`config.mk`:
```
export PLATFORM = sky130hd
export DESIGN_NAME = state_decoder_flat
export DESIGN_NICKNAME = d
export VERILOG_FILES = /design/src/rtl/state_decoder_if.sv /design/src/rtl/state_decoder.sv /design/src/flat_wrapper.sv
export SDC_FILE = /design/constraint.sdc
export NUM_CORES = 1
export LEC_CHECK = 0
export ABC_AREA = 1
export BUFFER_PORTS_ARGS = -buffer_cell sky130_fd_sc_hd__buf_2
export CAP_MARGIN = 20
export CORE_MARGIN = 3
export CORE_UTILIZATION = 59
export DETAILED_ROUTE_END_ITERATION = 8
export GPL_TIMING_DRIVEN = 0
export HOLD_SLACK_MARGIN = 0.06
export PLACE_DENSITY = 0.82
export SYNTH_ARGS = -nofsm -noshare
export SYNTH_HDL_FRONTEND = slang
export SYNTH_SLANG_ARGS = --single-unit
```
`constraint.sdc`:
```
create_clock -name clk -period 1.5 [get_ports clk]
set_input_delay 0.3 -clock clk [delete_from_list [all_inputs] [get_ports clk]]
set_output_delay 0.3 -clock clk [all_outputs]
set_load 0.02 [all_outputs]
```
`src/rtl/state_decoder_if.sv`:
```
// state_decoder_if: serial state link receive-side bundle.
// Ports: in (serial line), stateOut/dataValid/frameErr/busy (decoded results).
interface state_decoder_if #(
    parameter int STATE_LENGTH = 7
);
    logic                    in;
    logic [STATE_LENGTH-1:0] stateOut;
    logic                    dataValid;
    logic                    frameErr;
    logic                    busy;

    modport master (
        output in,
        input  stateOut, dataValid, frameErr, busy
    );

    modport slave (
        input  in,
        output stateOut, dataValid, frameErr, busy
    );
endinterface

```
`src/rtl/state_decoder.sv`:
```
// state_decoder: recovers the state vector from the serial state link,
// with framing checks. Ports: clk, rstN (async low), link (slave modport).
// Optional: STATE_DECODER_SYNC_EN adds a 2-flop input synchronizer.
module state_decoder #(
    parameter int STATE_LENGTH      = 7,
    parameter int HEADER_ON_COUNTS  = 3,
    parameter int HEADER_OFF_COUNTS = 3,
    parameter int CLOSER_ON_COUNTS  = 2
) (
    input logic            clk,
    input logic            rstN,
    state_decoder_if.slave link
);
    typedef enum logic [2:0] {
        RESYNC, IDLE, HDR_ON, HDR_OFF,
        BITS, CLS_GAP, CLS_ON, CLS_END
    } state_t;

    localparam logic [4:0] HON   = 5'(HEADER_ON_COUNTS);
    // HDR_OFF is entered with the first low already consumed
    localparam logic [4:0] HOFF1 = 5'(HEADER_OFF_COUNTS - 1);
    localparam logic [4:0] CON1  = 5'(CLOSER_ON_COUNTS - 1);
    localparam logic [4:0] IDX0  = 5'(STATE_LENGTH - 1);

    state_t                  state_q;
    logic [4:0]              cnt_q;
    logic [4:0]              idx_q;
    logic [1:0]              slot_q;
    logic [STATE_LENGTH-1:0] shift_q;
    logic [STATE_LENGTH-1:0] state_out_q;
    logic                    valid_q;
    logic                    err_q;
    logic                    busy_q;
    logic                    line;

`ifdef STATE_DECODER_SYNC_EN
    logic [1:0] sync_q;

    always_ff @(posedge clk or negedge rstN) begin
        if (!rstN) sync_q <= '0;
        else       sync_q <= {sync_q[0], link.in};
    end

    assign line = sync_q[1];
`else
    assign line = link.in;
`endif

    always_ff @(posedge clk or negedge rstN) begin
        if (!rstN) begin
            state_q     <= RESYNC;
            cnt_q       <= '0;
            idx_q       <= '0;
            slot_q      <= '0;
            shift_q     <= '0;
            state_out_q <= '0;
            valid_q     <= 1'b0;
            err_q       <= 1'b0;
            busy_q      <= 1'b0;
        end else begin
            valid_q <= 1'b0;
            err_q   <= 1'b0;
            case (state_q)
                // waits for a low so a high in a low slot is not re-framed
                RESYNC: if (!line) state_q <= IDLE;
                IDLE: begin
                    if (line) begin
                        state_q <= HDR_ON;
                        cnt_q   <= 5'd1;
                        busy_q  <= 1'b1;
                    end
                end
                HDR_ON: begin
                    if (line) begin
                        if (cnt_q == HON) begin
                            err_q   <= 1'b1;
                            busy_q  <= 1'b0;
                            state_q <= RESYNC;
                        end else begin
                            cnt_q <= cnt_q + 5'd1;
                        end
                    end else if (cnt_q == HON) begin
                        state_q <= HDR_OFF;
                        cnt_q   <= 5'd1;
                    end else begin
                        // short high: glitch, not an error
                        state_q <= IDLE;
                        busy_q  <= 1'b0;
                    end
                end
                HDR_OFF: begin
                    if (line) begin
                        err_q   <= 1'b1;
                        busy_q  <= 1'b0;
                        state_q <= RESYNC;
                    end else if (cnt_q == HOFF1) begin
                        state_q <= BITS;
                        slot_q  <= '0;
                        idx_q   <= IDX0;
                    end else begin
                        cnt_q <= cnt_q + 5'd1;
                    end
                end
                BITS: begin
                    case (slot_q)
                        2'd0: begin
                            if (line) begin
                                err_q   <= 1'b1;
                                busy_q  <= 1'b0;
                                state_q <= RESYNC;
                            end else begin
                                slot_q <= 2'd1;
                            end
                        end
                        2'd1: begin
                            // MSB first: shifting left lands bit idx in place
                            shift_q <= {shift_q[STATE_LENGTH-2:0], line};
                            slot_q  <= 2'd2;
                        end
                        2'd2: begin
                            if (line) begin
                                err_q   <= 1'b1;
                                busy_q  <= 1'b0;
                                state_q <= RESYNC;
                            end else begin
                                slot_q <= 2'd0;
                                if (idx_q == 5'd0) state_q <= CLS_GAP;
                                else               idx_q   <= idx_q - 5'd1;
                            end
                        end
                        default: slot_q <= 2'd0;
                    endcase
                end
                CLS_GAP: begin
                    if (line) begin
                        err_q   <= 1'b1;
                        busy_q  <= 1'b0;
                        state_q <= RESYNC;
                    end else begin
                        state_q <= CLS_ON;
                        cnt_q   <= '0;
                    end
                end
                CLS_ON: begin
                    if (!line) begin
                        err_q   <= 1'b1;
                        busy_q  <= 1'b0;
                        state_q <= RESYNC;
                    end else if (cnt_q == CON1) begin
                        state_q <= CLS_END;
                    end else begin
                        cnt_q <= cnt_q + 5'd1;
                    end
                end
                CLS_END: begin
                    busy_q  <= 1'b0;
                    if (line) begin
                        err_q   <= 1'b1;
                        state_q <= RESYNC;
                    end else begin
                        state_out_q <= shift_q;
                        valid_q     <= 1'b1;
                        state_q     <= IDLE;
                    end
                end
                default: begin
                    busy_q  <= 1'b0;
                    state_q <= RESYNC;
                end
            endcase
        end
    end

    assign link.stateOut  = state_out_q;
    assign link.dataValid = valid_q;
    assign link.frameErr  = err_q;
    assign link.busy      = busy_q;
endmodule
```
`src/flat_wrapper.sv`:
```
// flat-port wrapper written by rule: the top's interface ports become plain ports
module state_decoder_flat 
#(
    parameter int STATE_LENGTH      = 7,
    parameter int HEADER_ON_COUNTS  = 3,
    parameter int HEADER_OFF_COUNTS = 3,
    parameter int CLOSER_ON_COUNTS  = 2
)
  (clk, rstN, link_in, link_stateOut, link_dataValid, link_frameErr, link_busy);
  state_decoder_if #(.STATE_LENGTH(STATE_LENGTH)) link_i ();
  input logic clk;
  input logic rstN;
  input wire logic [$bits(link_i.in)-1:0] link_in;
  output wire logic [$bits(link_i.stateOut)-1:0] link_stateOut;
  output wire logic [$bits(link_i.dataValid)-1:0] link_dataValid;
  output wire logic [$bits(link_i.frameErr)-1:0] link_frameErr;
  output wire logic [$bits(link_i.busy)-1:0] link_busy;
  assign link_i.in = link_in;
  assign link_stateOut = link_i.stateOut;
  assign link_dataValid = link_i.dataValid;
  assign link_frameErr = link_i.frameErr;
  assign link_busy = link_i.busy;
  state_decoder #(.STATE_LENGTH(STATE_LENGTH), .HEADER_ON_COUNTS(HEADER_ON_COUNTS), .HEADER_OFF_COUNTS(HEADER_OFF_COUNTS), .CLOSER_ON_COUNTS(CLOSER_ON_COUNTS)) u_core (.clk(clk), .rstN(rstN), .link(link_i));
endmodule
```
==> flow_metrics.tcl <==
set metrics [dict create \
    status "finished, violations left" \
    violations "negative setup slack" \
    p_leak_nw 1.21 \
    timing.setup.tns_ns -0.252 \
    cp_num_buf_inv 2 \
    critical-path-top-delay-family "simple AND/OR/NAND/NOR gates" \
    max_clock_freq_ghz 0.639 \
    wirelength_um 4760 \
    firstDrtPassIters 6 \
    swShare 0.464 \
    p_clk_frac 0.146 \
    core_um2 2900 \
    utilization 0.820 \
    synth_edf_count 0 \
    skew_ns 0.00394 \
    place_area_um2 1990 \
    cts_tree "done" \
    slew_headroom 0.540 \
    synth_cell_types 30 \
    diodes 0 \
    cellPowerDensity_nw_per_um2 1930 \
    wire_per_inst_um 14.5 \
    crit_chain "inv_2 > ha_4 > inv_2 > nor2_4 > nand3_2 > nand3_2 > nor2_4 > nand2_4 > nand2_1 > nand2_1" \
    die_y_um 62.5 \
    slowest_delay_ns 0.45 \
    die_w_um 62.5 \
    p_switching_mw 2.12 \
    final_area_um2 2380 \
    async_flop_share 1.00 \
    hp-class "in2reg" \
    tightestPinTransition_ns 0.691 \
    htree_levels 2 \
    share_seq_of_total_power 0.290 \
    drive_gt1_frac 0.348 \
    period_needed_ns 1.56 \
    clock-sinks 32 \
    final_nets 293 \
    grt_pass1_vias 1536 \
    clk_pin_slew_worst_paths_ns 0.11 \
    cts_root_buf "clkbuf_4" \
    clock_insertion_delay_worst_skew_ns 0.34 \
    synth.yosys.seq_area_share 0.425 \
    rows 19 \
    ant_nets 0 \
    syn_nets 259 \
    crit_required_ns 1.74 \
    avgSynthCellArea_um2 7.48 \
    die-area_um2 3910 \
    dr.first_iter.drc_count 162 \
    placedCellCount 305 \
    syn_inst 252 \
    crit_type "reg2reg" \
    grt_pass1_wl_um 6870 \
    post-route-period-util 1.04 \
    grt_antenna_before_repair 0 \
    vdd_drop_max_mv 1.27 \
    clk_path_buf_depth 2 \
    combPwrFrac 0.564 \
    yosys_register_bits 32 \
    cpMaxStageDelayCell "dfrtp_2" \
    drv_cap 0 \
    yosysWarningCount 0 \
    cp_max_fo 6 \
    ys.flop_type "dfrtp_1" \
    grt-ovfl-total 0 \
    io_pins 13 \
    area_growth_syn_to_layout_pct 26.1 \
    start_kind "flip-flop" \
    postLayoutSetupSlackWorst_ns -0.0646 \
    start_util 0.650 \
    hpwl_um 2710 \
    pre_cts_ws_ns -0.162 \
    cp.arrival_ns 1.80 \
    syn_area_um2 1890 \
    gp_congestion 0.904 \
    port_buffers 11 \
    setup_viol 8 \
    power_mw 4.58 \
    vias 1818 \
    p_int_mw 2.46 \
    grt_max_degree 33 \
    fin_cells 329 \
    rsz0062_at_grt "true" \
    track_usage 0.216 \
    maxSlewViolCount 0 \
    routed_via_density 5.53 \
    hold-worst-slack_ns 0.391 \
    drc 0 \
    cp-end-kind "flip-flop" \
    cts_buffers 5 \
    finalHoldViolations 0 \
]
-- metal layers --
metal,vias up,track usage,part of all wire
met4,0,0.0579,0.034
li1,869,-,-
met1,842,0.284,0.41
met3,20,0.0468,0.060
met5,-,0,0
met2,87,0.361,0.50
-- placed cells by master, fill, tap and decap left out, drive strengths merged, types with 2 or more instances in the layout --
| master | count |
|---|---|
| a21oi | 2 |
| buf | 30 |
| clkbuf | 6 |
| clkinv | 2 |
| dfrtp | 32 |
| ha | 4 |
| inv | 30 |
| nand2 | 89 |
| nand3 | 27 |
| nand3b | 2 |
| nor2 | 30 |
| o21ai | 18 |
| xor2 | 3 |
-- flip-flops by register name, summed over array words and instances (netlist names) --
signal and flops:
u_core.link.busy 1, u_core.cnt_q 5, u_core.link.dataValid 1, u_core.shift_q 7
u_core.slot_q 2, u_core.link.stateOut 7, u_core.idx_q 5, u_core.state_q 3
u_core.link.frameErr 1
-- power by group through the flow --
| stage | clock network, mW | registers, mW | logic [mW] |
|---|---|---|---|
| after floorplan | 0 | 1.35 | 1.42 |
| after global placement | 0 | 1.29 | 1.83 |
| after detailed placement | 0 | 1.30 | 1.86 |
| after CTS | 0.671 | 1.28 | 2.08 |
| after global routing | 0.716 | 1.37 | 2.80 |
| final | 0.668 | 1.33 | 2.58 |
-- timing repair --
action	4_1_cts	5_1_grt
gates resized for setup	14	43
endpoints found under the hold margin	32	0
cloned	0	0
setup buffers	8	7
endpoints found under the setup margin	9	27
pin swaps	6	22
hold buffers	1	0
-- worst reg2reg max path, cell delays in order (launching register included) --
cell and delay, ns:
dfrtp_2 0.45, inv_2 0.08, ha_4 0.16, inv_2 0.06, nor2_4 0.04, nand3_2 0.12, nand3_2 0.10, nor2_4 0.21
nand2_4 0.10, nand2_1 0.09, nand2_1 0.06
-- layout make-up --
| type | instances | area (um2) |
|---|---|---|
| Multi-Input combinational cell | 184 | 1100 |
| Sequential cell | 32 | 805 |
| Fill cell | 169 | 522 |
| Timing Repair Buffer | 27 | 181 |
| Inverter | 31 | 116 |
| Tap cell | 42 | 52.6 |
| Buffer | 5 | 45.0 |
| Clock inverter | 3 | 42.5 |
| Clock buffer | 5 | 37.5 |
-- cell families after synthesis --
group	after synthesis	synth area share
and+or+nand+nor	151	0.378
buffers and inverters	36	0.0776
DFF	32	0.425
AOI/OAI and AO/OA	25	0.0750
xor gates and xnor gates	4	0.0186
adders and majority gates	4	0.0265
-- synth_stat cells, types with 2 or more instances --
cell type | number | share of area
ha_1 | 4 | 0.027
buf_2 | 3 | 0.0080
nor2_4 | 7 | 0.042
nand3_1 | 23 | 0.061
nand2_1 | 83 | 0.17
dfrtp_1 | 32 | 0.42
nand3b_1 | 2 | 0.0080
o21ai_1 | 12 | 0.032
a21oi_1 | 2 | 0.0053
nor2_1 | 21 | 0.042
buf_4 | 2 | 0.0080
o21ai_0 | 5 | 0.013
xor2_1 | 3 | 0.014
nand3_2 | 4 | 0.021
nand2_2 | 5 | 0.017
nor2_2 | 2 | 0.0066
inv_1 | 25 | 0.050
inv_2 | 5 | 0.010
-- final timing paths --
path	start	to	slack, ns	cells after the start
setup / recovery	u_core.cnt_q[0]	u_core.cnt_q[0]	-0.06	10
hold / removal	link_in	u_core.link.dataValid	0.39	4
setup reg to reg	u_core.cnt_q[0]	u_core.cnt_q[0]	-0.06	10
hold reg to reg	u_core.link.stateOut[6]	u_core.link.stateOut[6]	0.48	2
max in group asynchronous	rstN	u_core.cnt_q[1]	0.48	2
min in group asynchronous	rstN	u_core.state_q[1]	0.54	2
(Power assumes the default switching activity.)
